### src/rtl/beat_step_timer.sv
// Beat/step timer: divides clk by (tempo+1) into one-cycle beat pulses that walk a
// step index around a measure, with play/pause/stop transport control.
module beat_step_timer #(
    parameter int TEMPO_W = 22,
    parameter int STEPS   = 8,
    parameter int STEP_W  = 3
) (
    input  logic               clk,
    input  logic               n_rst,
    input  logic [TEMPO_W-1:0] tempo,
    input  logic               play_pulse,
    input  logic               stop_pulse,
    output logic               beat_pulse,
    output logic               measure_pulse,
    output logic [STEP_W-1:0]  step,
    output logic               running
);

    typedef enum logic [1:0] {
        IDLE  = 2'd0,
        RUN   = 2'd1,
        PAUSE = 2'd2
    } state_t;

    localparam logic [STEP_W-1:0] LAST_STEP = STEP_W'(STEPS - 1);

    state_t             state_q, state_d;
    logic [TEMPO_W-1:0] cnt_q, cnt_d;
    logic [STEP_W-1:0]  step_q, step_d;
    logic               beat_q, beat_d;
    logic               measure_q, measure_d;
    logic               running_q, running_d;
    logic [STEP_W-1:0]  step_nxt;

    assign step_nxt = (step_q == LAST_STEP) ? '0 : step_q + STEP_W'(1);

    // Live tempo compare with >= so a lowered tempo fires the pending beat at once.
    always_comb begin
        state_d   = state_q;
        cnt_d     = cnt_q;
        step_d    = step_q;
        beat_d    = 1'b0;
        measure_d = 1'b0;

        if (stop_pulse) begin
            state_d = IDLE;
            cnt_d   = '0;
            step_d  = '0;
        end else begin
            unique case (state_q)
                IDLE: begin
                    cnt_d  = '0;
                    step_d = '0;
                    if (play_pulse) begin
                        state_d   = RUN;
                        beat_d    = 1'b1;
                        measure_d = 1'b1;
                    end
                end
                RUN: begin
                    // Pausing holds cnt even when a beat was due; it fires after resume.
                    if (play_pulse) begin
                        state_d = PAUSE;
                    end else if (cnt_q >= tempo) begin
                        cnt_d     = '0;
                        step_d    = step_nxt;
                        beat_d    = 1'b1;
                        measure_d = (step_nxt == '0);
                    end else begin
                        cnt_d = cnt_q + TEMPO_W'(1);
                    end
                end
                PAUSE: begin
                    if (play_pulse) begin
                        state_d = RUN;
                    end
                end
                default: begin
                    state_d = IDLE;
                    cnt_d   = '0;
                    step_d  = '0;
                end
            endcase
        end

        running_d = (state_d == RUN);
    end

    always_ff @(posedge clk) begin
        if (!n_rst) begin
            state_q   <= IDLE;
            cnt_q     <= '0;
            step_q    <= '0;
            beat_q    <= 1'b0;
            measure_q <= 1'b0;
            running_q <= 1'b0;
        end else begin
            state_q   <= state_d;
            cnt_q     <= cnt_d;
            step_q    <= step_d;
            beat_q    <= beat_d;
            measure_q <= measure_d;
            running_q <= running_d;
        end
    end

    assign beat_pulse    = beat_q;
    assign measure_pulse = measure_q;
    assign step          = step_q;
    assign running       = running_q;

endmodule

### config.mk
export PLATFORM = sky130hd
export DESIGN_NAME = beat_step_timer
export DESIGN_NICKNAME = d
export VERILOG_FILES = /design/src/rtl/beat_step_timer.sv
export SDC_FILE = /design/constraint.sdc
export NUM_CORES = 1
export LEC_CHECK = 0
export BUFFER_PORTS_ARGS = -buffer_cell sky130_fd_sc_hd__buf_2
export CAP_MARGIN = 10
export CORE_MARGIN = 1
export CORE_UTILIZATION = 56
export DETAILED_ROUTE_END_ITERATION = 8
export PLACE_DENSITY_LB_ADDON = 0.1
export SETUP_SLACK_MARGIN = 0.1
export SLEW_MARGIN = 30
export SYNTH_ARGS = -nofsm -noshare
export SYNTH_HDL_FRONTEND = slang
export SYNTH_SLANG_ARGS = --single-unit
### constraint.sdc
create_clock -name clk -period 2.65 [get_ports clk]
set_input_delay 0.53 -clock clk [delete_from_list [all_inputs] [get_ports clk]]
set_output_delay 0.53 -clock clk [all_outputs]
set_load 0.03 [all_outputs]
==> results of run 1 <==
[logic make-up after synthesis]
logic type      Yosys count
compound gates           38
fa+ha+maj                26
flops                    30
xor+xnor                 15
buf+inv                  37
simple gates             95
[placed cells by master (no fill, tap or decap), drive strengths merged, types with 2 or more instances in the layout]
cell and count:
or3 2, inv 33, nand2 12, and3 7, xor2 7, a21o 3, dfxtp 30, o21a 2
clkbuf 6, nor2b 4, nand3 7, o2bb2ai 2, nand2b 5, xnor2 8, a31oi 3, a41oi 2
and4 2, a21oi 13, or4 2, a2111oi 3, o21ai 4, nor3 6, ha 26, nand4 15
buf 41, nor2 27
[worst paths after layout]
path	from	end	slack, ns	depth (start not counted)
worst max-delay path	cnt_q[9]	cnt_q[1]	0.42	7
worst min-delay path	step[2]	step[2]	0.47	2
worst max register to register	cnt_q[9]	cnt_q[1]	0.42	7
worst min register to register	step[2]	step[2]	0.47	2
[layer usage]
metal / vias to the layer above / part of all wire / global-route usage
met5: - / 0 / 0
met4: 0 / 0.014 / 0.07849
li1: 934 / - / -
met3: 5 / 0.038 / 0.04412
met2: 31 / 0.47 / 0.3668
met1: 784 / 0.47 / 0.2566
[final cells by class]
class	count	area [sq um]
multi-input cells	174	1282
fillers	292	1001
flip-flops and latches	30	600.6
repair buffers	41	242.7
inverters	33	123.9
well taps	46	57.56
clock buffers	6	51.30
clock inverters	1	30.03
[cell usage after synthesis, types with 3 or more instances]
cell,number
and3_1,7
nor3_1,6
buf_2,3
nor2b_1,4
inv_1,33
xor2_1,7
dfxtp_1,30
xnor2_1,8
nand3_1,7
ha_1,26
nand2b_1,5
a21o_1,3
nand2_1,12
nand4_1,13
a21oi_1,13
nor2_1,27
[tightest hold or removal path: cells and delay by family (launching register included)]
family                 cells  cell delay (ns)
AOI/OAI and AO/OA          1             0.05
buffers and inverters      1             0.05
DFF                        1             0.34
[power by group through the flow]
stage | combinational (uW) | sequential (uW) | clock (uW)
final | 77.3 | 455 | 374
after global routing | 85.8 | 456 | 402
after CTS | 78.2 | 455 | 383
after detailed placement | 77.4 | 466 | 0
after global placement | 75.6 | 466 | 0
after floorplan | 40.1 | 470 | 0
[sequential cells by signal, summed over array words and instances (netlist names)]
register,flops
step,3
state_q,2
cnt_q,22
measure_pulse,1
beat_pulse,1
running,1
[stage by stage]
step,instances,area (sq um),utilization,hold slack (ns)
final,331,2389,0.7047,0.4750
after detailed placement,324,2307,0.6807,0.4648
after global routing,331,2389,0.7047,0.5108
after floorplan,241,2026,-,0.4653
after CTS,331,2389,0.7047,0.4788
after global placement,324,2307,0.6807,0.4564
==> results.txt, run 1 <==
Total Power - 906.5 uW
Synthesized flop and latch total - 30
Synth top area cells - dfxtp_1, ha_1, inv_1
Area share of fa/ha/maj cells after synthesis - 0.1606
DRT iter0 DRCs - 33
CP required - 2.90 ns
Worst-path clk slew - 0.10 ns
Die footprint - 3862 sq um
Switching portion of total power - 0.2174
Mux cell area share after synthesis - 0
Syn nets - 293
Max Cap Viol - 0
Crit start category - register
Die width - 62.15 um
Final hold viol count - 0
Initial antenna violation count - 0
Vias - 1754
Vias/cell - 5.299
RSZ-0062 raised after global routing - false
First-pass GRT wire length - 6548 um
Async S/R FF share, synth - 0
Syn-to-layout area delta - 17.91%
XOR/XNOR Fraction of Synth Area - 0.06485
Outcome - complete, no violations
Hold Path Class - register to register
Starting Density - 0.5976
Total GRT Usage - 0.2117
Sequential power share - 0.502
Setup Skew - 0.009469 ns
WP data arrival - 2.48 ns
# setup viols final - 0
CTS tree - done
Diode count - 0
Post-synthesis cell count - 241
Crit-path leading delay family - compound AO/OA/AOI/OAI gates
Nets - 337
Syn. warnings - 0
Post-CTS Resized - 0
Detailed placement HPWL - 3065 um
Compound-Gate Fraction of Synth Area - 0.1482
Core Area - 3390 sq um
Mapped Area - 2026 sq um
Period utilisation layout - 0.8400
Post-synth top area share - 0.2965
Postcts setup bufs - 0
VDD IR max - 0.0002905 V
CTS buffer count - 5
Number of synthesized flops with an enable pin - 0
Setup WS post-layout - 0.4239 ns
Combinational share of power - 0.085
Clock latency on the worst-skew pair - 0.32 ns
Final Max Tran Viols - 0
Sequential element share of the synthesized area - 0.2965
Slew Limit Headroom - 0.6647
Setup TNS Final - 0 ns
Yosys top cell by area - dfxtp_1
I/O pin total - 32
Max Clock Freq - 449.2 MHz
Tightest Pin Transition - 0.5030 ns
RD Place Congestion - 0.7882
Chip height - 62.15 um
Setup Slack @ Placement - 0.1650 ns
H-tree level count - 2
Clk sinks - 30
Top FF cell, synth - dfxtp_1
Clock Tree Buf Depth - 2
CP max stage cell - dfxtp_1
# port buffers - 31
Final WL - 3888 um
Final ANT Viol Nets - 0
CTS hold repair buffers - 0
CP Capture Type - register
Critical path cell sequence - ha_1 > and3_1 > a221o_1 > a22oi_2 > buf_4 > nand4_1 > a21oi_1
PwrDens - 379.5 nW/um^2
Cell row count - 21
Post-Synth Simple-Gate Area - 0.2594
Global route overflow - 0
DRC viols - 0
Mapped Avg Cell Area - 8.405 sq um
Crit path buf inv count - 1
CP max FO - 8
Min Tclk post-route - 2.226 ns
Max incr delay on CP - 0.47 ns
Fraction of layout cells with a size suffix above 1 - 0.2035
P_sw - 197.1 uW
P_int - 709.4 uW
CP Class - register to register
Root buffer cell - clkbuf_4
Vias in the first global route - 1563
P_leak - 0.001093 uW
Distinct cell type count after synthesis - 46
Avg WL per Cell - 11.75 um
Pre-antenna DRT Iters - 4
Largest family of logic cells by synthesized area - simple AND/OR/NAND/NOR gates
Pin count of the biggest net entering global routing - 18
Clock power frac - 0.412
No activity file was read; power rests on OpenSTA's default activity.
==> run 2: changes to the inputs <==
Settings changed: ABC_AREA from default to 1, CORE_UTILIZATION 56 to 57.
Clock period 2.65 ns to 2.1 ns, I/O delays scaled along.
==> run 2 against run 1 <==
Net effect:
- sequential power is 27% higher
- combinational power is 42% higher
- clock skew down 0.0031 ns
- register-to-register slack got worse by 0.21 ns
- core utilization up 0.17 points
- synthesized cell count grew 37%
- via count increased by 18%
==> results.txt, run 2 <==
Outcome - complete, no violations
Post-synth top area share - 0.2755 (-0.02093)
Pre-antenna DRT Iters - 5 (+1)
Fraction of layout cells with a size suffix above 1 - 0.1838 (-0.01972)
CP max stage cell - dfxtp_1
Syn-to-layout area delta - 18.66%
# setup viols final - 0 (unchanged)
Initial antenna violation count - 0 (unchanged)
Starting Density - 0.5954 (-0.002286)
CP required - 2.27 ns (-0.63 ns)
RD Place Congestion - 0.8517 (+8.1%)
Final hold viol count - 0 (unchanged)
Commonest non-fill, non-tap cell in the layout - nand2_1
Worst-path clk slew - 0.07 ns (-0.03 ns)
Final Max Tran Viols - 0 (unchanged)
Setup TNS Final - 0 ns (unchanged)
Die footprint - 4075 sq um (+5.5%)
Max Cap Viol - 0 (unchanged)
Leading cell type by number of instances after synthesis - nand2_1
Nets - 421 (+25%)
Root buffer cell - clkbuf_8
Hold Path Class - primary input to register
Slew Limit Headroom - 0.7072 (+0.04248)
Yosys top cell by area - dfxtp_1
H-tree level count - 2 (unchanged)
Clock Tree Buf Depth - 2 (unchanged)
Max Clock Freq - 529.6 MHz (+18%)
# port buffers - 31 (unchanged)
Mapped Avg Cell Area - 6.625 sq um (-21%)
Vias/cell - 4.938 (-6.8%)
Placed insts - 409 (+26%)
Critical path cell sequence - inv_1 > ha_1 > nand2_1 > inv_1 > nand2_1 > nor2_1 > nand2_1 > nor2_1 > nor2_1 > nand4_1 > nand2_2 > nand2_1 > buf_6 > nor2_1
Crit start category - register
CP Capture Type - register
Pin count of the biggest net entering global routing - 15 (-3)
Final ANT Viol Nets - 0 (unchanged)
P_leak - 0.001375 uW (+26%)
CP max FO - 11 (+3)
Die width - 63.84 um (+2.7%)
Diode count - 0 (unchanged)
Core Area - 3661 sq um (+8.0%)
Total GRT Usage - 0.2415 (+0.02983)
Synth top area cells - dfxtp_1, ha_1, nand2_1
Final Non-Filler Cells - 418 (+26%)
Setup Skew - 0.006414 ns (-0.003055 ns)
DRC viols - 0 (unchanged)
Crit path buf inv count - 3 (+2)
Placed inst area - 2414 sq um (+4.6%)
Sequential element share of the synthesized area - 0.2755 (-0.02093)
Max reg flops - 22 (unchanged)
First-pass GRT wire length - 7638 um (+17%)
Final WL - 4393 um (+13%)
Mapped Area - 2180 sq um (+7.6%)
Vias - 2064 (+18%)
Async S/R FF share, synth - 0 (unchanged)
Distinct cell type count after synthesis - 27 (-41%)
Cell row count - 22 (+4.8%)
RSZ-0062 raised after global routing - false
Number of synthesized flops with an enable pin - 0 (unchanged)
CTS buffer count - 5 (unchanged)
Syn. warnings - 0 (unchanged)
VDD IR max - 0.0004634 V (+60%)
Post-synthesis cell count - 329 (+37%)
Grt met1 use - 0.2800 (+0.02340)
Most frequent cells in the layout - nand2_1, inv_1, nor2_1
Syn nets - 381 (+30%)
GR peak layer - met2
CTS tree - done
Min Tclk post-route - 1.888 ns (-0.3378 ns)
Avg WL per Cell - 10.51 um (-11%)
WP data arrival - 2.06 ns (-0.42 ns)
Chip height - 63.84 um (+2.7%)
Worst Hold Margin - 0.4571 ns (-0.01788 ns)
Max incr delay on CP - 0.36 ns (-0.11 ns)
Clk sinks - 30 (unchanged)
Clock latency on the worst-skew pair - 0.29 ns (-0.03 ns)
Vias in the first global route - 1884 (+21%)
Met2 Use GR - 0.4056 (+0.03883)
End-of-flow core utilization - 0.7064 (+0.001737)
Synthesized flop and latch total - 30 (unchanged)
Detailed placement HPWL - 3480 um (+14%)
Top FF cell, synth - dfxtp_1
M3 GR Usage - 0.06607 (+0.02195)
Crit-path leading delay family - simple AND/OR/NAND/NOR gates
Tightest Pin Transition - 0.4359 ns (-0.06708 ns)
Biggest register - cnt_q
CP Class - register to register
Global route overflow - 0 (unchanged)
DRT iter0 DRCs - 50 (+52%)
PwrDens - 548.3 nW/um^2 (+44%)
Design Area, Final - 2586 sq um (+8.3%)
Most instantiated cells after synthesis - nand2_1, inv_1, nor2_1, dfxtp_1, ha_1
I/O pin total - 32 (unchanged)
Period utilisation layout - 0.8992 (+0.05916)
-- run 2: layer usage --
metal	part of all wire	vias to the layer above
li1	-	1097
met1	0.46	924
met2	0.48	35
met3	0.043	8
met4	0.020	0
met5	0	-
-- run 2: worst paths after layout --
path / cells after the start / startpoint / endpoint / slack, ns
min reg2reg: 2 / cnt_q[1] / cnt_q[1] / 0.51
max reg2reg: 14 / cnt_q[0] / cnt_q[2] / 0.21
max: 14 / cnt_q[0] / cnt_q[2] / 0.21
min: 4 / stop_pulse / step[0] / 0.46
-- run 2: cell type report --
| class | instances | area (sq um) |
|---|---|---|
| Fill cell | 314 | 1075 |
| Sequential cell | 30 | 608.1 |
| Inverter | 66 | 247.7 |
| Timing Repair Buffer | 37 | 207.7 |
| Tap cell | 48 | 60.06 |
| Multi-Input combinational cell | 229 | 1320 |
| Clock inverter | 2 | 60.06 |
| Clock buffer | 6 | 82.58 |
-- run 2: power breakdown --
group	switching (uW)	leakage [uW]	total (uW)	internal (uW)
Combinational	63.7	0.00106	110	46.7
Clock	225	0.0000714	731	506
Sequential	2.90	0.000245	577	574
Total	292	0.00138	1420	1130
-- run 2: cell families after synthesis --
logic type | share of synthesized area
compound gates | 0.06601
xor+xnor | 0.04822
fa+ha+maj | 0.1493
buf+inv | 0.1223
flops | 0.2755
simple gates | 0.3387
-- run 2: repair_timing --
action                                  4_1_cts  5_1_grt
endpoints found under the setup margin        0       20
hold buffers                                  0        0
resized for setup                             0       11
setup buffers                                 0        1
hold endpoints to repair                      0        0
-- run 2: worst register-to-register path: stages (launching register included) --
cell	delay (ns)
dfxtp_1	0.36
inv_1	0.08
ha_1	0.27
nand2_1	0.04
inv_1	0.04
nand2_1	0.04
nor2_1	0.14
nand2_1	0.07
nor2_1	0.10
nor2_1	0.06
nand4_1	0.15
nand2_2	0.08
nand2_1	0.12
buf_6	0.16
nor2_1	0.06
-- run 2: per-stage QoR --
step,setup slack (ns),total power [uW]
CTS,0.2375,1423
global placement,0.1208,695.0
global route,0.04720,1477
finish,0.2117,1418
detailed placement,0.08838,697.2
floorplan,0.3259,657.9
==> run 3: changes to the inputs <==
Settings changed: BUFFER_PORTS_ARGS -buffer_cell sky130_fd_sc_hd__buf_2 to default, CORE_UTILIZATION 57 to 63, DONT_BUFFER_PORTS from default to 1, SLEW_MARGIN 30 to default.
==> run 3 against run 2 <==
Net effect:
- final cell count fell by 8.4%
- non-clock buffer count fell by 31
- die area fell by 9.2%
- via count fell by 4.9%
- register-to-register slack barely moved
- clock skew rose by 0.0068 ns
- flip-flop and latch count did not move
- setup slack improved by 0.0079 ns
- global-route usage rose by 2.3 points
==> results.txt, run 3 (synthesis results as in run 2) <==
Core Area - 3178 sq um (-13%)
Biggest register - cnt_q
Period utilisation layout - 0.8954 (-0.003743)
CTS tree - done
I/O pin total - 32 (unchanged)
Worst Hold End - step[1]
Setup TNS Final - 0 ns (unchanged)
Post-CTS Resized - 0 (unchanged)
Most frequent cells in the layout - nand2_1, inv_1, nor2_1
Final WL - 4409 um (+0.36%)
DRC viols - 0 (unchanged)
Pin count of the biggest net entering global routing - 21 (+6)
Tightest Pin Transition - 0.4487 ns (+0.01285 ns)
Worst-path clk slew - 0.11 ns (+0.04 ns)
# setup viols final - 0 (unchanged)
# port buffers - 0 (-100%)
Final Max Tran Viols - 0 (unchanged)
Syn-to-layout area delta - 9.931%
Reg2Reg Depth - 10 (-4)
Root buffer cell - clkbuf_4
Max Cap Viol - 0 (unchanged)
CP Class - register to register
Vias/cell - 5.123 (+3.7%)
Fraction of layout cells with a size suffix above 1 - 0.1150 (-0.06874)
Diode count - 0 (unchanged)
Hold Path Class - primary input to register
Commonest non-fill, non-tap cell in the layout - nand2_1
Crit-path most repeated cell - nand2_1
Crit start category - register
Final hold viol count - 0 (unchanged)
CP max stage cell - dfxtp_1
CTS hold repair buffers - 0 (unchanged)
Slew Limit Headroom - 0.6981 (-0.009089)
CP Capture Type - register
Detailed placement HPWL - 3444 um (-1.0%)
Vias in the first global route - 1828 (-3.0%)
P_leak - 0.001236 uW (-10%)
CTS buffer count - 5 (unchanged)
Die width - 60.82 um (-4.7%)
WP data arrival - 2.16 ns (+0.10 ns)
Setup Skew - 0.01317 ns (+0.006753 ns)
H-tree level count - 2 (unchanged)
Chip height - 60.82 um (-4.7%)
Pre-antenna DRT Iters - 4 (-1)
Worst reg2reg endpoint - cnt_q[18]
Die footprint - 3699 sq um (-9.2%)
Flop2flop setup slack - 0.22 ns (about the same)
Cell row count - 20 (-9.1%)
Clock latency on the worst-skew pair - 0.34 ns (+0.05 ns)
First-pass GRT wire length - 7293 um (-4.5%)
PwrDens - 476.5 nW/um^2 (-13%)
R2r startpoint - cnt_q[13]
Global route overflow - 0 (unchanged)
Max reg flops - 22 (unchanged)
VDD IR max - 0.0003674 V (-21%)
Worst Hold Margin - 0.3362 ns (-0.1209 ns)
Max incr delay on CP - 0.44 ns (+0.08 ns)
RD Place Congestion - 0.8968 (+5.3%)
Initial antenna violation count - 0 (unchanged)
CP max FO - 10 (-1)
Hold Startpoint - play_pulse
Starting Density - 0.6858 (+0.09047)
Vias - 1962 (-4.9%)
Nets - 390 (-7.4%)
Hold path cells - 3 (-1)
Clock Tree Buf Depth - 2 (unchanged)
Final ANT Viol Nets - 0 (unchanged)
DRT iter0 DRCs - 123 (+150%)
Postcts setup bufs - 0 (unchanged)
Min Tclk post-route - 1.880 ns (-0.007860 ns)
Avg WL per Cell - 11.51 um (+9.5%)
RSZ-0062 raised after global routing - false
Max Clock Freq - 531.8 MHz (+0.42%)
Outcome - complete, no violations
Total GRT Usage - 0.2650 (+0.02343)
CP required - 2.38 ns (+0.11 ns)
Critical path cell sequence - ha_1 > a21o_1 > nor2_1 > nand2_1 > nand2_1 > nand4_1 > nand2_2 > nand2_4 > clkbuf_16 > nor2_2
Clk sinks - 30 (unchanged)
Total Power - 1142 uW (-19%)
==> run 3: through the flow <==
step	setup slack (ns)	instance area [sq um]	std cells	utilization
floorplan	0.3259	2180	329	-
global placement	0.1898	2266	374	0.7130
detailed placement	0.1401	2266	374	0.7130
CTS	0.2238	2349	382	0.7390
global route	0.07857	2396	383	0.7539
finish	0.2196	2396	383	0.7539
==> run 3: per-layer routing <==
layer	vias up	routed length, um	global-route usage
li1	1041	-	-
met1	856	1991	0.3169
met2	53	2092	0.4553
met3	12	217	0.06823
met4	0	107	0.1006
met5	-	0	0
==> run 3: where the power goes <==
group	internal (uW)	switching [uW]	total (uW)
logic	32.1	57.4	89.5
clock network	250	222	472
registers	573	6.89	580
==> run 3: how the worst max path moves through the flow <==
stage | start | end | slack [ns] | cells past startpoint
after detailed placement | tempo[21] | cnt_q[20] | 0.14 | 12
after global routing | cnt_q[5] | cnt_q[3] | 0.08 | 13
final | cnt_q[13] | cnt_q[18] | 0.22 | 10
after floorplan | tempo[21] | cnt_q[16] | 0.33 | 12
after CTS | cnt_q[2] | cnt_q[20] | 0.22 | 13
after global placement | tempo[21] | cnt_q[16] | 0.19 | 12
==> run 3: worst max-delay path: cells and delay by family, from the launching register on <==
kind                       cells  cell delay [ns]
DFF                            1             0.44
and+or+nand+nor                7             0.78
buffers and inverters          1             0.17
AOI/OAI and AO/OA              1             0.16
adders and majority gates      1             0.28
==> run 3: layout make-up <==
type,count,area [sq um]
clock buffer,5,37.54
clock inverter,3,45.04
fill,271,782.0
inverter,66,247.7
multi-input combinational,229,1325
sequential,30,610.6
tap,44,55.05
timing repair buffer,6,75.07
